## src/rtl/xf100_exu_disp_pkg.sv

```systemverilog
`default_nettype none
// ---------------------------------------------------------------------------
// xf100_exu_disp_pkg : shared widths, staged payload type, index decode helper
// Rev 1.0
// ---------------------------------------------------------------------------
`ifndef XF100_EXU_DEFINES
`define XF100_EXU_DEFINES
`define XF100_RFIDX_WIDTH 5
`define ALU_INFO_WIDTH 8
`define XF100_NUM_REGS 32
`endif

package xf100_exu_disp_pkg;

  localparam int RFIDX_W      = `XF100_RFIDX_WIDTH;
  localparam int ALU_INFO_W   = `ALU_INFO_WIDTH;
  localparam int NUM_REGS_DEF = `XF100_NUM_REGS;
  localparam int IDX_OH_W     = 1 << RFIDX_W;

  typedef struct packed {
    logic                  alu_op;
    logic [ALU_INFO_W-1:0] info;
    logic                  rs1_en;
    logic                  rs2_en;
    logic                  rd_en;
    logic [RFIDX_W-1:0]    rs1;
    logic [RFIDX_W-1:0]    rs2;
    logic [RFIDX_W-1:0]    rd;
  } disp_payload_t;

  function automatic logic [IDX_OH_W-1:0] idx_onehot(input logic [RFIDX_W-1:0] idx);
    idx_onehot      = '0;
    idx_onehot[idx] = 1'b1;
  endfunction

endpackage
`default_nettype wire

```

## src/rtl/xf100_exu_scbd.sv

```systemverilog
`default_nettype none
// ---------------------------------------------------------------------------
// xf100_exu_scbd : pending-write scoreboard with 3-port hazard lookup
// Optional writeback bypass: XF100_DISP_WB_BYPASS_EN.  Rev 1.0
// ---------------------------------------------------------------------------
module xf100_exu_scbd
  import xf100_exu_disp_pkg::*;
#(
  parameter int NUM_REGS = NUM_REGS_DEF
) (
  input  logic               clk,
  input  logic               rst,
  input  logic               set_en_i,
  input  logic [RFIDX_W-1:0] set_idx_i,
  input  logic               clr_en_i,
  input  logic [RFIDX_W-1:0] clr_idx_i,
  input  logic [RFIDX_W-1:0] rs1_idx_i,
  input  logic [RFIDX_W-1:0] rs2_idx_i,
  input  logic [RFIDX_W-1:0] rd_idx_i,
  output logic [2:0]         hit_o,
  output logic               any_pend_o
);

  localparam logic [NUM_REGS-1:0] X0_MASK = {{(NUM_REGS-1){1'b1}}, 1'b0};

  logic [IDX_OH_W-1:0] set_oh_w, clr_oh_w, rs1_oh_w, rs2_oh_w, rd_oh_w;
  logic [NUM_REGS-1:0] pend_q, pend_d, pend_eff_w;

  assign set_oh_w = set_en_i ? idx_onehot(set_idx_i) : '0;
  assign clr_oh_w = clr_en_i ? idx_onehot(clr_idx_i) : '0;
  assign rs1_oh_w = idx_onehot(rs1_idx_i);
  assign rs2_oh_w = idx_onehot(rs2_idx_i);
  assign rd_oh_w  = idx_onehot(rd_idx_i);

  // Set is OR-ed after the clear so a same-index set/clear leaves the bit set.
  always_comb begin
    pend_d = ((pend_q & ~clr_oh_w[NUM_REGS-1:0]) | set_oh_w[NUM_REGS-1:0]) & X0_MASK;
  end

`ifdef XF100_DISP_WB_BYPASS_EN
  assign pend_eff_w = pend_q & X0_MASK & ~clr_oh_w[NUM_REGS-1:0];
`else
  assign pend_eff_w = pend_q & X0_MASK;
`endif

  assign hit_o[0]   = |(pend_eff_w & rs1_oh_w[NUM_REGS-1:0]);
  assign hit_o[1]   = |(pend_eff_w & rs2_oh_w[NUM_REGS-1:0]);
  assign hit_o[2]   = |(pend_eff_w & rd_oh_w[NUM_REGS-1:0]);
  assign any_pend_o = |pend_q;

  always_ff @(posedge clk or posedge rst) begin
    if (rst) pend_q <= '0;
    else     pend_q <= pend_d;
  end

endmodule
`default_nettype wire

```

## src/rtl/xf100_exu_disp.sv

```systemverilog
`default_nettype none
// ---------------------------------------------------------------------------
// xf100_exu_disp : one-slot dispatch stage with RAW/WAW hazard blocking
// Optional writeback bypass: XF100_DISP_WB_BYPASS_EN.  Rev 1.0
// ---------------------------------------------------------------------------
module xf100_exu_disp
  import xf100_exu_disp_pkg::*;
#(
  parameter int NUM_REGS    = NUM_REGS_DEF,
  parameter int STALL_CNT_W = 16
) (
  input  logic                   clk,
  input  logic                   rst,
  input  logic                   i_valid,
  output logic                   i_ready,
  input  logic                   i_alu_op,
  input  logic [ALU_INFO_W-1:0]  i_alu_info,
  input  logic                   i_rs1_en,
  input  logic                   i_rs2_en,
  input  logic                   i_rd_en,
  input  logic [RFIDX_W-1:0]     i_rs1_idx,
  input  logic [RFIDX_W-1:0]     i_rs2_idx,
  input  logic [RFIDX_W-1:0]     i_rd_idx,
  output logic                   o_valid,
  input  logic                   o_ready,
  output logic [ALU_INFO_W-1:0]  o_alu_info,
  output logic [RFIDX_W-1:0]     o_rs1_idx,
  output logic [RFIDX_W-1:0]     o_rs2_idx,
  output logic [RFIDX_W-1:0]     o_rd_idx,
  output logic                   o_rd_en,
  input  logic                   wb_valid,
  input  logic [RFIDX_W-1:0]     wb_rd_idx,
  input  logic                   flush,
  output logic                   o_busy,
  output logic [STALL_CNT_W-1:0] o_stall_cnt
);

  disp_payload_t          pay_q, pay_d;
  logic                   disp_vld_q, disp_vld_d;
  logic [STALL_CNT_W-1:0] stall_cnt_q, stall_cnt_d;
  logic [2:0]             hit_w;
  logic                   hazard_w, fire_w, drop_w, capture_w, stall_w, any_pend_w, set_en_w;

  assign drop_w    = disp_vld_q & ~pay_q.alu_op;
  assign fire_w    = o_valid & o_ready;
  assign i_ready   = ~flush & (~disp_vld_q | fire_w | drop_w);
  assign capture_w = i_valid & i_ready;
  assign hazard_w  = (pay_q.rs1_en & hit_w[0]) | (pay_q.rs2_en & hit_w[1]) | (pay_q.rd_en & hit_w[2]);
  assign o_valid   = disp_vld_q & pay_q.alu_op & ~hazard_w & ~flush;
  assign stall_w   = disp_vld_q & pay_q.alu_op & hazard_w & ~flush;
  assign set_en_w  = fire_w & pay_q.rd_en & (pay_q.rd != '0);

  assign o_alu_info  = pay_q.info;
  assign o_rs1_idx   = pay_q.rs1;
  assign o_rs2_idx   = pay_q.rs2;
  assign o_rd_idx    = pay_q.rd;
  assign o_rd_en     = pay_q.rd_en;
  assign o_busy      = disp_vld_q | any_pend_w;
  assign o_stall_cnt = stall_cnt_q;

  always_comb begin
    disp_vld_d  = disp_vld_q;
    pay_d       = pay_q;
    stall_cnt_d = stall_cnt_q;
    if (flush) begin
      disp_vld_d = 1'b0;
    end else if (capture_w) begin
      disp_vld_d   = 1'b1;
      pay_d.alu_op = i_alu_op;
      pay_d.info   = i_alu_info;
      pay_d.rs1_en = i_rs1_en;
      pay_d.rs2_en = i_rs2_en;
      pay_d.rd_en  = i_rd_en;
      pay_d.rs1    = i_rs1_idx;
      pay_d.rs2    = i_rs2_idx;
      pay_d.rd     = i_rd_idx;
    end else if (fire_w | drop_w) begin
      disp_vld_d = 1'b0;
    end
    if (stall_w && !(&stall_cnt_q)) stall_cnt_d = stall_cnt_q + STALL_CNT_W'(1);
  end

  always_ff @(posedge clk or posedge rst) begin
    if (rst) begin
      disp_vld_q  <= 1'b0;
      pay_q       <= '0;
      stall_cnt_q <= '0;
    end else begin
      disp_vld_q  <= disp_vld_d;
      pay_q       <= pay_d;
      stall_cnt_q <= stall_cnt_d;
    end
  end

  xf100_exu_scbd #(
    .NUM_REGS (NUM_REGS)
  ) u_scbd (
    .clk        (clk),
    .rst        (rst),
    .set_en_i   (set_en_w),
    .set_idx_i  (pay_q.rd),
    .clr_en_i   (wb_valid),
    .clr_idx_i  (wb_rd_idx),
    .rs1_idx_i  (pay_q.rs1),
    .rs2_idx_i  (pay_q.rs2),
    .rd_idx_i   (pay_q.rd),
    .hit_o      (hit_w),
    .any_pend_o (any_pend_w)
  );

endmodule
`default_nettype wire

```

## config.mk

```make
export PLATFORM = sky130hd
export DESIGN_NAME = xf100_exu_disp
export DESIGN_NICKNAME = d
export VERILOG_FILES = /design/src/rtl/xf100_exu_disp_pkg.sv /design/src/rtl/xf100_exu_scbd.sv /design/src/rtl/xf100_exu_disp.sv
export SDC_FILE = /design/constraint.sdc
export NUM_CORES = 1
export LEC_CHECK = 0
export ABC_AREA = 0
export BUFFER_PORTS_ARGS = -buffer_cell sky130_fd_sc_hd__buf_2
export CELL_PAD_IN_SITES_DETAIL_PLACEMENT = 1
export CELL_PAD_IN_SITES_GLOBAL_PLACEMENT = 1
export CORE_ASPECT_RATIO = 0.9
export CORE_UTILIZATION = 26
export CTS_BUF_LIST = sky130_fd_sc_hd__clkbuf_4 sky130_fd_sc_hd__clkbuf_8
export CTS_CLUSTER_DIAMETER = 40
export DETAILED_ROUTE_END_ITERATION = 10
export HOLD_SLACK_MARGIN = 0.02
export PLACE_DENSITY_LB_ADDON = 0.3
export SLEW_MARGIN = 0
export SYNTH_ARGS = -nofsm -noshare
export SYNTH_HDL_FRONTEND = slang
export SYNTH_HIERARCHICAL = 1
export SYNTH_SLANG_ARGS = --single-unit
```

## constraint.sdc

```tcl
create_clock -name clk -period 4.05 [get_ports clk]
set_input_delay 0 -clock clk [delete_from_list [all_inputs] [get_ports clk]]
set_output_delay 0 -clock clk [all_outputs]
set_load 0.01 [all_outputs]
```

==> summary.md <==
| Metric | Value |
|---|---|
| Met3 WL | `673 µm` |
| Core area | `16300 µm²` |
| # setup viols final | `0` |
| Lkg Pwr | `2.39 nW` |
| Critical path's top delay family | `compound AO/OA/AOI/OAI gates` |
| Netlist cell types | `50` |
| Metal-1 WL | `6540 µm` |
| RSZ-0062 raised after global routing | `false` |
| Width of the die | `139 µm` |
| Mean cell area of the mapped netlist | `10.9 µm²` |
| CTS sink count | `75` |
| Reg2reg path depth | `11` |
| Maxcap violations | `0` |
| CTS Root Cell | `clkbuf_8` |
| Post_cts resized | `0` |
| F_max | `0.265 GHz` |
| Largest net degree at the start of global routing | `45` |
| # port buffers | `80` |
| Worst Setup Start Kind | `flip-flop` |
| Number of global-route vias before repair | `3900` |
| Post-synth EDFFs | `0` |
| Slowest CP cell | `dfrtp_1` |
| IO Pins | `81` |
| Cell Rows | `44` |
| Skew-Pair Late Insertion Delay | `0.38 ns` |
| Hold_buf cts | `30` |
| PwrDens | `413 nW/µm²` |
| Total power | `2.20 mW` |
| Largest stage delay on the critical path | `0.65 ns` |
| Design area | `5330 µm²` |
| Placed cell areas | `4810 µm²` |
| Initial antenna violation count | `0` |
| Initial DRC Count | `202` |
| Largest fanout on the critical path | `12` |
| DP HPWL | `10000 µm` |
| Worst-path clk slew | `0.07 ns` |
| Setup TNS | `0 ns` |
| Gr usage total | `17.1%` |
| Number of synthesis warnings | `6` |
| Seq cells post-synth | `75` |
| Worst setup EP type | `flip-flop` |
| Placed cells | `658` |
| Via Count | `3711` |
| Mapped cell area | `4370 µm²` |
| H-Tree Depth | `3` |
| Initial Util | `26.8%` |
| Failing checks | `DRC` |
| Setup bufs post-CTS | `0` |
| Placer Congestion | `0.871` |
| Post-synthesis sequential area ratio | `43.0%` |
| Sum of buffers and inverters on the critical path | `1` |
| Total gr overflow | `0` |
| Post-layout util | `32.7%` |
| Post-synth top flop | `dfrtp_1` |
| Max Slew Vio Count | `0` |
| Clock Skews | `0.00628 ns` |
| First-pass GRT wire length | `22500 µm` |
| Layout cell share with drive strength beyond 1 | `34.2%` |
| Worst Path Required | `4.34 ns` |
| Fin crit period | `3.78 ns` |
| Worst-case clock buffer depth | `2` |
| Die ar. | `17300 µm²` |
| WL/cell | `19.9 µm` |
| Commonest non-fill, non-tap cells in the layout | `80 x buf_2, 75 x dfrtp_1, 63 x o21ai_0, 30 x dlygate4sd3_1, 29 x mux2_2` |
| Vias per std cell | `5.27` |
| Die Span Y | `125 µm` |
| CTS tree | `built` |
| Min-Delay Path Class | `primary input to flip-flop` |
| Final Non-Filler Cells | `704` |
| WP depth | `11` |
| Routed Antenna Nets | `0` |
| Met2 wire len | `6480 µm` |
| CP Class | `flip-flop to flip-flop` |
| Cell breakdown of the critical path | `mux2_4 > a221oi_2 > a21oi_1 > mux4_2 > a21o_1 > a222oi_1 > inv_1 > nor2_1 > o2111a_1 > or3b_2 > o21ai_0` |
| Post-synthesis net count | `441` |
| Hold Crit Depth | `4` |
| Outcome | `finished with violations` |
| Total CTS buffers | `9` |
| Final #Nets | `531` |
| Maximum vdd drop | `0.000163 V` |
| Async S/R FF share, synth | `100%` |
| Synthesis-to-layout area growth | `22.2%` |
| Highest Signal Layer | `met4` |
| Antenna diodes | `0` |
| Final Cycle Share | `93.3%` |
| Tightest Pin Transition | `0.966 ns` |
| Number of detailed-route iterations in the first pass | `8` |
| WP data arrival | `4.07 ns` |
| Most common cell after layout, fill and taps aside | `buf_2` |
| Slew HR | `35.6%` |
| # DRC | `4` |
| Endpoints failing hold | `0` |
| Routed wire length | `14000 µm` |
| Cells after Synth | `402` |
-- power breakdown --
group          switching [mW]  internal (mW)  total [mW]
sequential              0.139          0.826       0.965
combinational           0.303          0.297       0.600
clock                   0.283          0.356       0.640
total                   0.725           1.48        2.20
-- metrics by stage --
stage          hold slack (ns)  worst slack (ns)
2_1_floorplan           0.0475             0.432
3_3_place_gp             0.122             0.464
3_5_place_dp             0.124             0.256
4_1_cts                 0.0681             0.234
5_1_grt                  0.101           0.00231
6_report                0.0960             0.271
-- cell families after synthesis --
group | count (synthesis) | share of synthesized area (%)
adders and majority gates | 1 | 0.287
muxes | 60 | 18.2
AOI/OAI and AO/OA | 124 | 17.3
and+or+nand+nor | 85 | 11.7
DFF | 75 | 43.0
xor gates and xnor gates | 12 | 2.41
buffers and inverters | 45 | 7.14
-- synth_stat cells (2+ instances only) --
| cell | count | area (µm²) |
|---|---|---|
| or4_1 | 2 | 15.0 |
| o21ai_0 | 63 | 315 |
| buf_6 | 2 | 22.5 |
| nor4_1 | 10 | 62.6 |
| nor4b_1 | 2 | 17.5 |
| buf_4 | 24 | 180 |
| inv_1 | 6 | 22.5 |
| mux4_2 | 4 | 90.1 |
| a31oi_1 | 4 | 25.0 |
| nand2_1 | 12 | 45.0 |
| mux2i_1 | 3 | 30.0 |
| a221oi_1 | 13 | 114 |
| nand3_1 | 9 | 45.0 |
| nand3b_1 | 11 | 82.6 |
| and4_1 | 2 | 17.5 |
| or3b_2 | 5 | 43.8 |
| dfrtp_1 | 75 | 1880 |
| xor2_1 | 10 | 87.6 |
| mux2_1 | 3 | 33.8 |
| nand4_1 | 2 | 12.5 |
| or3_1 | 2 | 12.5 |
| buf_2 | 4 | 20.0 |
| nor2b_1 | 2 | 12.5 |
| nor2_1 | 14 | 52.6 |
| mux2_4 | 21 | 315 |
| a211oi_1 | 7 | 52.6 |
| clkbuf_1 | 7 | 26.3 |
| buf_12 | 2 | 40.0 |
| mux2_2 | 29 | 327 |
| nor3_1 | 4 | 20.0 |
| xnor2_1 | 2 | 17.5 |
| a22oi_1 | 9 | 67.6 |
| a21oi_1 | 19 | 95.1 |
| and3_1 | 2 | 12.5 |
-- worst paths after layout --
path / slack (ns) / start / end
min: 0.1 / wb_rd_idx[0] / u_scbd/pend_q[28]$_DFF_PP0_
min reg2reg: 0.50 / o_stall_cnt[7]$_DFFE_PP0P_ / o_stall_cnt[7]$_DFFE_PP0P_
max reg2reg: 0.27 / o_rs1_idx[0]$_DFFE_PP0P_ / u_scbd/pend_q[4]$_DFF_PP0_
max: 0.27 / o_rs1_idx[0]$_DFFE_PP0P_ / u_scbd/pend_q[4]$_DFF_PP0_
max in group asynchronous: 3.05 / rst / o_alu_info[2]$_DFFE_PP0P_
min in group asynchronous: 0.25 / rst / u_scbd/pend_q[29]$_DFF_PP0_
-- per-layer routing --
metal  track usage [%]  vias to the layer above
li1                  -                     1686
met3              3.19                       20
met5                 0                        -
met1              22.7                     1889
met2              27.1                      116
met4              7.34                        0
-- area by class of cell --
class | instances | area [µm²]
multi-input combinational | 282 | 2180
timing repair buffer | 118 | 773
tap | 207 | 259
sequential | 75 | 1880
clock inverter | 1 | 30.0
clock buffer | 15 | 188
inverter | 6 | 22.5
fill | 1863 | 11000
-- sequential cells by signal, indices dropped and copies added, names as in the netlist --
name and cells:
o_alu_info 8, u_scbd/pend_q 31, o_rd_idx 5, o_rd_en 1, o_stall_cnt 16, o_rs2_idx 5
disp_vld_q 1, o_rs1_idx 5, pay_q 3
-- worst min-delay path: cells and delay by family --
family                 cells  cell delay [ns]
AOI/OAI and AO/OA          2             0.16
buffers and inverters      1             0.10
and+or+nand+nor            1             0.18
Note: power is estimated with default switching activity, not from simulation.
